[src/rtl/fetch_pkg.sv]
// Shared types and constants for the instruction fetch sequencer.
package fetch_pkg;

    typedef enum logic [1:0] {
        FS_REQ,
        FS_HOLD,
        FS_DRAIN
    } fetch_state_t;

    localparam int unsigned PC_STEP    = 4;
    localparam int unsigned PERF_CNT_W = 16;

endpackage

[src/rtl/fetch_sequencer_adder.sv]
// Plain WIDTH-bit adder; the carry out is dropped so sums wrap modulo 2^WIDTH.
module fetch_sequencer_adder #(
    parameter int unsigned WIDTH = 8
) (
    input  logic [WIDTH-1:0] a,
    input  logic [WIDTH-1:0] b,
    output logic [WIDTH-1:0] sum
);

    assign sum = a + b;

endmodule

[src/rtl/fetch_sequencer.sv]
// Single-outstanding-request fetch sequencer with redirect/drain handling.
// Optional decode stall counter enabled by defining FETCH_PERF_CNT_EN.
module fetch_sequencer
    import fetch_pkg::*;
#(
    parameter int unsigned WIDTH  = 8,
    parameter int unsigned IWIDTH = 32
) (
    input  logic                  clock,
    input  logic                  reset,
    input  logic                  redirect,
    input  logic [WIDTH-1:0]      redirect_pc,
    output logic                  imem_req,
    output logic [WIDTH-1:0]      imem_addr,
    input  logic                  imem_ack,
    input  logic [IWIDTH-1:0]     imem_rdata,
    output logic                  inst_valid,
    input  logic                  inst_ready,
    output logic [IWIDTH-1:0]     inst,
    output logic [WIDTH-1:0]      inst_pc,
    output logic [WIDTH-1:0]      inst_pc_plus4
`ifdef FETCH_PERF_CNT_EN
    ,
    output logic [PERF_CNT_W-1:0] stall_cycles
`endif
);

    localparam logic [WIDTH-1:0] STEP = WIDTH'(PC_STEP);

    fetch_state_t      state_q, state_d;
    logic [WIDTH-1:0]  pc_q, pc_d;
    logic [WIDTH-1:0]  req_addr_q, req_addr_d;
    logic [IWIDTH-1:0] inst_q, inst_d;
    logic [WIDTH-1:0]  inst_pc_q, inst_pc_d;
    logic [WIDTH-1:0]  req_addr_plus4;

    // The successor is taken from the acked address, so the pc reset value of 4
    // and a redirect target both yield the correct next fetch.
    fetch_sequencer_adder #(
        .WIDTH(WIDTH)
    ) u_next_pc_adder (
        .a  (req_addr_q),
        .b  (STEP),
        .sum(req_addr_plus4)
    );

    fetch_sequencer_adder #(
        .WIDTH(WIDTH)
    ) u_inst_pc_adder (
        .a  (inst_pc_q),
        .b  (STEP),
        .sum(inst_pc_plus4)
    );

    always_ff @(posedge clock) begin
        if (reset) begin
            state_q    <= FS_REQ;
            pc_q       <= STEP;
            req_addr_q <= '0;
            inst_q     <= '0;
            inst_pc_q  <= '0;
        end else begin
            state_q    <= state_d;
            pc_q       <= pc_d;
            req_addr_q <= req_addr_d;
            inst_q     <= inst_d;
            inst_pc_q  <= inst_pc_d;
        end
    end

    always_comb begin
        state_d    = state_q;
        pc_d       = pc_q;
        req_addr_d = req_addr_q;
        inst_d     = inst_q;
        inst_pc_d  = inst_pc_q;
        case (state_q)
            FS_REQ: begin
                if (redirect) begin
                    pc_d = redirect_pc;
                    if (imem_ack) begin
                        req_addr_d = redirect_pc;
                    end else begin
                        state_d = FS_DRAIN;
                    end
                end else if (imem_ack) begin
                    inst_d    = imem_rdata;
                    inst_pc_d = req_addr_q;
                    pc_d      = req_addr_plus4;
                    state_d   = FS_HOLD;
                end
            end
            FS_HOLD: begin
                if (redirect) begin
                    pc_d       = redirect_pc;
                    req_addr_d = redirect_pc;
                    state_d    = FS_REQ;
                end else if (inst_ready) begin
                    req_addr_d = pc_q;
                    state_d    = FS_REQ;
                end
            end
            FS_DRAIN: begin
                if (redirect) begin
                    pc_d = redirect_pc;
                end
                if (imem_ack) begin
                    req_addr_d = redirect ? redirect_pc : pc_q;
                    state_d    = FS_REQ;
                end
            end
            default: state_d = FS_REQ;
        endcase
    end

    assign imem_req   = (state_q != FS_HOLD);
    assign imem_addr  = req_addr_q;
    assign inst_valid = (state_q == FS_HOLD);
    assign inst       = inst_q;
    assign inst_pc    = inst_pc_q;

`ifdef FETCH_PERF_CNT_EN
    logic [PERF_CNT_W-1:0] stall_q;

    always_ff @(posedge clock) begin
        if (reset) begin
            stall_q <= '0;
        end else if (state_q == FS_HOLD && !inst_ready && !redirect && stall_q != '1) begin
            stall_q <= stall_q + 1'b1;
        end
    end

    assign stall_cycles = stall_q;
`endif

endmodule

[config.mk]
export PLATFORM = sky130hd
export DESIGN_NAME = fetch_sequencer
export DESIGN_NICKNAME = d
export VERILOG_FILES = /design/src/rtl/fetch_pkg.sv /design/src/rtl/fetch_sequencer_adder.sv /design/src/rtl/fetch_sequencer.sv
export SDC_FILE = /design/constraint.sdc
export NUM_CORES = 1
export LEC_CHECK = 0
export BUFFER_PORTS_ARGS = -buffer_cell sky130_fd_sc_hd__buf_4
export CAP_MARGIN = 5
export CORE_AREA = 2 2 86 88
export DETAILED_ROUTE_END_ITERATION = 10
export DIE_AREA = 0 0 88 90
export GPL_TIMING_DRIVEN = 0
export PLACE_DENSITY = 0.73
export SYNTH_ARGS = -nofsm -noshare
export SYNTH_HDL_FRONTEND = slang
export SYNTH_HIERARCHICAL = 1
export SYNTH_SLANG_ARGS = --single-unit
[constraint.sdc]
create_clock -name clock -period 1.6 [get_ports clock]
set_input_delay 0.08 -clock clock [delete_from_list [all_inputs] [get_ports clock]]
set_output_delay 0.08 -clock clock [all_outputs]
set_load 0.005 [all_outputs]
* Word level (Yosys, flattened, before mapping)
Cells that the tools add are included.
W data, S select, Z words.
** Word-level totals
- Bits in registers :: 58
- Output and inout port bits :: 58
** Cells by class
- $add $sub $neg :: 2
- Equal/unequal tests :: 9
- Mux-type cells :: 17
- Bitwise operators :: 1
- Reduce and logical (&&, ||, !) cells :: 8
** Operator list (number)
- $mux W8 :: 8
- $pmux W8 S3 :: 1
- $add A8 B3 Y8 const B :: 2
- $pmux W8 S2 :: 1
- $mux W2 :: 6
- $ne A2 B2 Y1 const B :: 3
- $ne A3 B3 Y1 const B :: 2
- $pmux W2 S3 :: 1
- $reduce_and A5 Y1 :: 1
- $reduce_and A4 Y1 :: 1
- $ne A3 B2 Y1 const B :: 1
- $reduce_and A3 Y1 :: 1
- $reduce_bool A3 Y1 :: 1
- $eq A2 B1 Y1 const B :: 1
- $eq A2 B2 Y1 const B :: 1
- $logic_not A2 Y1 :: 1
- $ne A2 B1 Y1 const B :: 1
- $reduce_and A2 Y1 :: 1
- $reduce_bool A2 Y1 :: 1
- $reduce_or A2 Y1 :: 1
- $not A1 Y1 :: 1

* Depth between registers and ports, before layout
Gate-level depths: netlist of the first run.
- Depth in word-level cells :: 4
- Mapped depth :: 10
- Mapped depth without buffers :: 10

* Modules after synthesis
The synthesis of the first run kept the hierarchy.
** Modules (own cells, without submodules)
- fetch_sequencer :: times used 1, cells each 316, area an instance 2502.4 µm²
- fetch_sequencer_adder :: times used 2, cells each 42, area an instance 331.6 µm²

* Worst setup path after synthesis of the first run
OpenSTA, ideal clock, no wires.
- Path kind :: reg2reg
- From :: register state_q[0]
- To :: register req_addr_q[5] (netlist: imem_addr[5])
- Setup time :: 70 ps
- Data arrival time :: 1724 ps
- Path slack :: -195 ps
- Cell stages (with the launch flop) :: 9
- Path buffers :: 2
- Period minus slack after synthesis :: 1795 ps
- Path through :: dfxtp_1 > inv_1 > ha_1 > buf_6 > and2b_1 > a32oi_2 > buf_6 > or3_1 > a21oi_1
** Between the ends
- Longest elaborated chain between the ends :: 3
** Ends and longest elaborated chain
- start: declaration :: line fetch_sequencer.sv:30 : fetch_state_t state_q, state_d;
- start signal: assignment :: line fetch_sequencer.sv:63 : state_q <= state_d;
- $eq A2 B1 Y1, or another cell as far along :: line fetch_sequencer.sv:77 : case (state_q)
- $ne A3 B2 Y1 (no source line), or another cell as far along
- $reduce_and A5 Y1 (no source line)
- end signal: assignment :: line fetch_sequencer.sv:65 : req_addr_q <= req_addr_d;
- end: declaration :: line fetch_sequencer.sv:32 : logic [WIDTH-1:0] req_addr_q, req_addr_d;
Several ways; a longest one is shown, not always the timed one.
A chain may end at the register's enable or synchronous reset.

* Worst setup path in the final report of the first run
- From :: register req_addr_q[3] (netlist: imem_addr[3])
- To :: register pc_q[6]
** Between the ends
- Longest elaborated chain between the ends :: 4
** Ends and longest elaborated chain
- $add A8 B3 Y8 :: line fetch_sequencer_adder.sv:10 : assign sum = a + b;
- via req_addr_plus4[6] :: line fetch_sequencer.sv:35 : logic [WIDTH-1:0] req_addr_plus4;
- $mux W8 :: line fetch_sequencer.sv:86 : end else if (imem_ack) begin
- $mux W8 :: line fetch_sequencer.sv:79 : if (redirect) begin
- $pmux W8 S2 :: line fetch_sequencer.sv:77
- end signal: assignment :: line fetch_sequencer.sv:64 : pc_q <= pc_d;
- end: declaration :: line fetch_sequencer.sv:31 : logic [WIDTH-1:0] pc_q, pc_d;
The timed path passes the listed nets, and every way through them passes these cells. The select of a mux whose other input is x is not followed.

==> flow_summary.yaml, run 1 <==
logic_synthesis:
  yosysWarningCount: 6
  async_flop_share_pct: 0
  post_synth_inst_count: 400
  post_synth_instance_area_um2: 3166
  postSynth.topFlopCell: "sky130_fd_sc_hd__dfxtp_1"
  edff_count_synth: 0
  ys_seq_area_share_pct: 36.68
  netlist-cell-type-count: 38
  post_synth.cell_area_avg_um2: 7.914
  yosys_register_bits: 58
timing:
  max-slew-margin-rel_pct: 63.01
  hold_viol: 0
  worst_pin_slew_ns: 0.5549
  fin_setup_tns_ns: -0.7569
  post-route-period-util_pct: 105.9
  setup_ws_ns: -0.09490
  grt_setup_unrepaired: "true"
  setup_viol: 14
  slew_violations: 0
  clock_skew_ns: 0.007577
  fmax_mhz: 590.0
  timing.final.crit_period_ns: 1.695
pwr:
  finalPower_mw: 3.881
  total_leakage_power_nw: 2.151
  powerDensity_nw_per_um2: 767.5
  vdd.ir_drop.worst_mv: 0.6408
global_route:
  via_count_of_the_first_global_routing_pass: 3398
  grt_pass1_wl_mm: 15.88
  grt_max_degree: 12
  antenna_found_initial: 0
  global_route.overflow_total: 0
  globalRouteTotalUtil_pct: 25.19
setup_path:
  critical_path_fanouts_max: 4
  worst_ep_required_time_ns: 1.87
  setup_slack_reg_to_reg_ns: -0.09
  timing.setup.critical_path_class: "reg -> reg"
  worst-endpoint-arrival_ns: 1.96
  start_kind: "flop"
  end_kind: "flop"
routing:
  route.detailed.vias_per_inst: 5.034
  detail_route.first_pass.iterations: 4
  via_count: 3408
  post_drt_wl_per_cell_um: 14.53
  remaining_antenna_violation_count: 0
  dr_drc_count: 0
  routed_wirelength_mm: 9.836
  drt_first_iter_violations: 163
min_path:
  hold_path_class: "in -> reg"
place:
  detailed_place_hpwl_mm: 6.286
  place_congestion: 0.8706
  io_buffers: 99
  pre_cts_ws_ns: -0.2896
clocking:
  cts_tree: "built"
  tritoncts_num_sinks: 58
  cts.clk_slew.worst_paths_ns: 0.07
  clock-root-buffer: "sky130_fd_sc_hd__clkbuf_8"
  cts.htree.levels: 3
  clock_insertion_delay_worst_skew_ns: 0.34
  cts.path.max_buffers: 2
  cts_buffers: 9
final_layout:
  final_net_count: 640
  layout-drive-gt1-share_pct: 33.91
  fill_cells: 546
  antenna_cells: 0
  area_growth_pct: 59.76
floorplanning:
  dieWidth_um: 88
  floorplan_die_height_um: 90
  io_pins: 103
  placementRows: 31
  die_area_um2: 7920
  initial_standard_cell_utilization_of_the_core_pct: 45.09
  area_of_the_core_um2: 7020
outcome:
  result_of_the_run: "complete, but fails checks"
  failing_checks: "setup timing"
job:
  cap_viol_max_count: 0
-- placed cells by master, fill, tap and decap left out, types with 4 or more instances in the layout --
| cell | Yosys | final |
|---|---|---|
| sky130_fd_sc_hd__buf_4 | 3 | 116 |
| sky130_fd_sc_hd__nand2_1 | 98 | 98 |
| sky130_fd_sc_hd__a21oi_1 | 68 | 61 |
| sky130_fd_sc_hd__dfxtp_1 | 58 | 47 |
| sky130_fd_sc_hd__dlygate4sd3_1 | 0 | 32 |
| sky130_fd_sc_hd__conb_1 | 2 | 18 |
| sky130_fd_sc_hd__o21ai_0 | 28 | 16 |
| sky130_fd_sc_hd__mux2i_1 | 16 | 16 |
| sky130_fd_sc_hd__ha_4 | 0 | 12 |
| sky130_fd_sc_hd__inv_1 | 13 | 11 |
| sky130_fd_sc_hd__o21ai_1 | 0 | 10 |
| sky130_fd_sc_hd__clkbuf_8 | 0 | 10 |
| sky130_fd_sc_hd__clkbuf_1 | 14 | 9 |
| sky130_fd_sc_hd__ha_1 | 20 | 8 |
| sky130_fd_sc_hd__dfxtp_4 | 0 | 8 |
| sky130_fd_sc_hd__a21oi_2 | 0 | 7 |
| sky130_fd_sc_hd__or3_1 | 8 | 7 |
| sky130_fd_sc_hd__nor2_1 | 8 | 6 |
| sky130_fd_sc_hd__o211ai_1 | 6 | 6 |
| sky130_fd_sc_hd__clkinvlp_4 | 0 | 5 |
| sky130_fd_sc_hd__clkbuf_2 | 0 | 4 |
| sky130_fd_sc_hd__xor2_1 | 4 | 4 |
| sky130_fd_sc_hd__xnor2_1 | 4 | 4 |
-- layer usage --
metal  global-route usage (%)  vias up  part of all wire [%]
met3                    6.152       21                   4.1
met1                    29.26     1593                    42
met5                        0        -                     0
met2                    44.13       88                    52
met4                    8.846        0                   2.3
li1                         -     1706                     -
-- what timing repair did --
| action | in CTS | in global routing |
|---|---|---|
| gates cloned | 1 | 0 |
| pin swaps | 19 | 15 |
| buffers inserted | 12 | 4 |
| endpoints found under the hold margin | 32 | 0 |
| hold buffers | 32 | 0 |
| gates resized for setup | 38 | 46 |
| endpoints found under the setup margin | 60 | 52 |
-- cell families (layout without fill, tap and decap cells) --
logic type | count (synthesis) | count (layout) | share of synthesized area, %
AO/OA/AOI/OAI | 121 | 121 | 21.90
XOR/XNOR | 8 | 8 | 2.213
adder cells (fa/ha/maj) | 22 | 22 | 9.170
buffers and inverters | 36 | 198 | 5.257
flip-flops | 58 | 58 | 36.68
multiplexers | 16 | 16 | 5.059
other | 2 | 18 | 0.2372
AND/OR/NAND/NOR | 137 | 137 | 19.49
-- report_power, final --
| group | switching (mW) | internal (mW) | leakage, nW |
|---|---|---|---|
| clock | 0.618 | 0.599 | 0.0765 |
| combinational | 0.503 | 0.562 | 1.59 |
| sequential | 0.0728 | 1.53 | 0.481 |
| total | 1.19 | 2.69 | 2.15 |
-- synthesized netlist by cell type, types with 2 or more instances --
cell type | instances | area [µm²]
sky130_fd_sc_hd__inv_1 | 13 | 48.80
sky130_fd_sc_hd__nand2b_1 | 5 | 31.28
sky130_fd_sc_hd__o2bb2ai_1 | 2 | 17.52
sky130_fd_sc_hd__a21oi_1 | 68 | 340.3
sky130_fd_sc_hd__o211ai_1 | 6 | 45.04
sky130_fd_sc_hd__or3_1 | 8 | 50.05
sky130_fd_sc_hd__xor2_1 | 4 | 35.03
sky130_fd_sc_hd__mux2i_1 | 16 | 160.2
sky130_fd_sc_hd__nand3b_1 | 3 | 22.52
sky130_fd_sc_hd__nor2_1 | 8 | 30.03
sky130_fd_sc_hd__nor3b_1 | 2 | 15.01
sky130_fd_sc_hd__nor3_1 | 3 | 15.01
sky130_fd_sc_hd__dfxtp_1 | 58 | 1161
sky130_fd_sc_hd__a21o_1 | 2 | 15.01
sky130_fd_sc_hd__conb_1 | 2 | 7.510
sky130_fd_sc_hd__o21a_1 | 2 | 15.01
sky130_fd_sc_hd__o311ai_1 | 2 | 17.52
sky130_fd_sc_hd__o311ai_0 | 3 | 26.28
sky130_fd_sc_hd__nand3_1 | 2 | 10.01
sky130_fd_sc_hd__clkbuf_1 | 14 | 52.55
sky130_fd_sc_hd__nand2_1 | 98 | 367.9
sky130_fd_sc_hd__buf_2 | 4 | 20.02
sky130_fd_sc_hd__a221oi_1 | 2 | 17.52
sky130_fd_sc_hd__a211oi_1 | 2 | 15.01
sky130_fd_sc_hd__xnor2_1 | 4 | 35.03
sky130_fd_sc_hd__o21ai_0 | 28 | 140.1
sky130_fd_sc_hd__fa_1 | 2 | 40.04
sky130_fd_sc_hd__nor2b_4 | 2 | 27.53
sky130_fd_sc_hd__nor2b_1 | 3 | 18.77
sky130_fd_sc_hd__o31a_1 | 2 | 17.52
sky130_fd_sc_hd__ha_1 | 20 | 250.2
sky130_fd_sc_hd__buf_6 | 2 | 22.52
sky130_fd_sc_hd__buf_4 | 3 | 22.52
-- metrics by stage --
step,instances,cell area [µm²],hold WS [ns],util [%]
6_report,677,5057,0.1165,72.04
2_1_floorplan,416,3267,0.2160,-
5_1_grt,677,5057,0.1299,72.04
3_5_place_dp,614,4134,0.3348,58.88
4_1_cts,674,4902,0.09170,69.83
3_3_place_gp,614,4134,0.3267,58.88
-- flip-flops by register name, summed over array words and instances, names as in the netlist --
name and count:
pc_q 8, inst 32, inst_pc 8, imem_addr 8, state_q 2
-- critical path: stages, from the launching register on --
cell                       delay, ns
sky130_fd_sc_hd__dfxtp_2        0.36
sky130_fd_sc_hd__ha_4           0.24
sky130_fd_sc_hd__o21a_1         0.19
sky130_fd_sc_hd__o31a_1         0.15
sky130_fd_sc_hd__o311ai_4       0.26
sky130_fd_sc_hd__mux2i_1        0.11
sky130_fd_sc_hd__o21ai_1        0.13
sky130_fd_sc_hd__nand2_1        0.07
sky130_fd_sc_hd__a21oi_1        0.12
-- final timing paths --
kind	from	endpoint	depth (start not counted)
worst max register to register	imem_addr[3]$_SDFFE_PP0P_	pc_q[6]$_SDFFE_PP0P_	8
worst min-delay path	redirect_pc[1]	pc_q[1]$_SDFFE_PP0P_	5
worst min register to register	inst[24]$_SDFFE_PP0P_	inst[24]$_SDFFE_PP0P_	2
worst max-delay path	imem_addr[3]$_SDFFE_PP0P_	pc_q[6]$_SDFFE_PP0P_	8
-- area by class of cell --
type	count	area, µm²	share of cell area [%]
clock buffer	10	137.6	2.721
timing repair buffer	148	1199	23.70
multi-input combinational	322	2191	43.32
inverter	13	56.30	1.113
buffer	21	112.6	2.227
sequential	58	1195	23.63
clock inverter	6	42.54	0.8412
tap	99	123.9	2.449
(Power assumes the default switching activity.)
==> inputs of run 2 (changes only) <==
--- a/config.mk
+++ b/config.mk
@@ -12,6 +12,7 @@
 export DIE_AREA = 0 0 88 90
 export GPL_TIMING_DRIVEN = 0
 export PLACE_DENSITY = 0.73
+export SETUP_SLACK_MARGIN = 0.15
 export SYNTH_ARGS = -nofsm -noshare
 export SYNTH_HDL_FRONTEND = slang
 export SYNTH_HIERARCHICAL = 1
==> run 2 against run 1 <==
  * The flow still finishes with violations (setup timing)
  * Clock-buffer cell count rose by 2
  * Maximum frequency fell by 2.7%
  * Non-clock buffer count rose by 2
  * Die area stayed put
  * Worst hold slack worse by 0.11 ns
  * Routed wire length is 2.1% higher
  * Largest cell class unchanged
  * Highest routed layer unchanged
==> flow_summary.yaml, run 2 (synthesis results as in run 1) <==
outcome:
  result_of_the_run: "complete, but fails checks"
  failing_checks: "setup timing"
final_layout:
  largest_reg_flops: 32
  fill_cells: 529
  final_cells: 679
  finished_core_util_pct: 73.00
  final_net_count: 642
  area_growth_pct: 61.90
  antenna_cells: 0
  layout-drive-gt1-share_pct: 35.17
  layout.cells.most_common_list: "sky130_fd_sc_hd__buf_4 (116), sky130_fd_sc_hd__nand2_1 (98), sky130_fd_sc_hd__a21oi_1 (59)"
  mostFrequentLayoutCell: "sky130_fd_sc_hd__buf_4"
  layout.cell_area.non_filler_um2: 5125
clocking:
  clock_insertion_delay_worst_skew_ns: 0.33
  clock-root-buffer: "sky130_fd_sc_hd__clkbuf_8"
  cts.path.max_buffers: 2
  cts.clk_slew.worst_paths_ns: 0.07
  cts_tree: "built"
  tritoncts_num_sinks: 58
  cts.htree.levels: 3
  cts_buffers: 9
setup_path:
  start_kind: "flop"
  path_buf_inv: 3
  timing.critical_path.slowest_cell_delay_ns: 0.38
  timing.setup.critical_path_class: "reg -> reg"
  crit_family: "simple AND/OR/NAND/NOR gates"
  cp_cell_sequence: "inv_6 > ha_4 > buf_8 > and2b_1 > a32oi_4 > buf_6 > or3_1 > a21oi_1"
  end_kind: "flop"
  worst_ep_required_time_ns: 1.85
  worst-endpoint-arrival_ns: 1.99
  critical_path_fanouts_max: 8
  critical_path.slowest_cell: "sky130_fd_sc_hd__dfxtp_4"
place:
  io_buffers: 99
  pre_cts_ws_ns: -0.2197
  post_dp_cell_area_um2: 4197
  detailed_place_hpwl_mm: 6.432
  place_congestion: 0.8775
  dp_cells: 614
routing:
  route.detailed.vias_per_inst: 5.144
  post_drt_wl_per_cell_um: 14.79
  detail_route.first_pass.iterations: 4
  routedLengthMet1_mm: 4.011
  via_count: 3493
  route.met3.wl_um: 507
  routed_wirelength_mm: 10.04
  remaining_antenna_violation_count: 0
  maxUsedRoutingLayer: "met4"
  drt_first_iter_violations: 111
  dr_drc_count: 0
  detailroute.wirelength.met2_mm: 5.327
global_route:
  grt_max_degree: 11
  via_count_of_the_first_global_routing_pass: 3422
  grt_pass1_wl_mm: 15.64
  globalRouteTotalUtil_pct: 24.82
  antenna_found_initial: 0
  global_route.overflow_total: 0
timing:
  fmax_mhz: 574.4
  worst_pin_slew_ns: 0.5890
  hold_ws_ns: 0.005625
  post-route-period-util_pct: 108.8
  setup_viol: 17
  hold_viol: 0
  setup_ws_ns: -0.1410
  timing.final.crit_period_ns: 1.741
  clock_skew_ns: 0.008659
  max-slew-margin-rel_pct: 60.73
  slew_violations: 0
  grt_setup_unrepaired: "true"
floorplanning:
  placementRows: 31
  dieWidth_um: 88
  initial_standard_cell_utilization_of_the_core_pct: 45.09
  floorplan_die_height_um: 90
  die_area_um2: 7920
  io_pins: 103
  area_of_the_core_um2: 7020
pwr:
  p_seq_share_pct: 39.0
  total_leakage_power_nw: 2.196
  comb_power_share_pct: 27.4
  power_switching_share_pct: 28.57
  intPower_mw: 2.937
  clock_power_share_pct: 33.7
  vdd.ir_drop.worst_mv: 0.8950
  powerDensity_nw_per_um2: 802.3
  switching_power_mw: 1.175
job:
  cap_viol_max_count: 0
min_path:
  hold_path_class: "in -> reg"
run 2: changes by cell type in the layout (fill, tap and decap cells not counted), sizes merged:
| cell | previous run | this run |
|---|---|---|
| clkbuf | 26 | 23 |
| inv | 13 | 14 |
| dlygate4sd3 | 32 | 28 |
| buf | 121 | 132 |
| bufinv | 0 | 1 |
| clkinvlp | 5 | 1 |
run 2: final cells by class:
type / instances / area [µm²] / area share (%)
Multi-Input combinational cell: 322 / 2172 / 42.38
Timing Repair Buffer: 148 / 1211 / 23.63
Sequential cell: 58 / 1191 / 23.24
Buffer: 23 / 166.4 / 3.247
Clock buffer: 12 / 155.1 / 3.027
Tap cell: 99 / 123.9 / 2.417
Inverter: 13 / 56.30 / 1.099
Clock inverter: 4 / 48.80 / 0.9521
run 2: power groups by stage:
| stage | Sequential [mW] | Clock (mW) | Combinational [mW] |
|---|---|---|---|
| finish | 1.60 | 1.38 | 1.13 |
| global route | 1.61 | 1.46 | 1.22 |
| CTS | 1.60 | 1.40 | 1.01 |
| detailed placement | 1.63 | 0 | 0.847 |
| global placement | 1.63 | 0 | 0.831 |
| floorplan | 1.62 | 0 | 0.524 |
run 2: path summary, 6_finish.rpt:
path	startpoint	to	slack [ns]	cells after the start
max	state_q[0]$_SDFFE_PP0P_	imem_addr[5]$_SDFFE_PP0P_	-0.14	8
min	imem_rdata[14]	inst[14]$_SDFFE_PP0P_	0.006	3
max reg2reg	state_q[0]$_SDFFE_PP0P_	imem_addr[5]$_SDFFE_PP0P_	-0.14	8
min reg2reg	inst[26]$_SDFFE_PP0P_	inst[26]$_SDFFE_PP0P_	0.46	2
run 2: timing repair:
item,in CTS,in global routing
pin swaps,15,12
hold buffers,28,0
buffers inserted,16,4
setup endpoints to repair,63,63
gates resized for setup,41,49
cloned,0,1
endpoints found under the hold margin,28,0
run 2: worst min-delay path, stage by stage:
cell and delay, ns:
sky130_fd_sc_hd__buf_4 0.11, sky130_fd_sc_hd__nand2_1 0.05, sky130_fd_sc_hd__a21oi_1 0.05
run 2: through the flow:
stage               power (mW)  setup TNS (ns)
global route             4.285          -2.749
finish                   4.112          -1.379
CTS                      4.004         -0.7818
floorplan                2.148        -0.06390
global placement         2.461          -3.822
detailed placement       2.482          -4.383
run 2: metal layers:
layer / vias up / global-route usage, %
met5: - / 0
met4: 0 / 7.821
met3: 20 / 4.683
met2: 100 / 44.32
met1: 1657 / 29.33
li1: 1716 / -
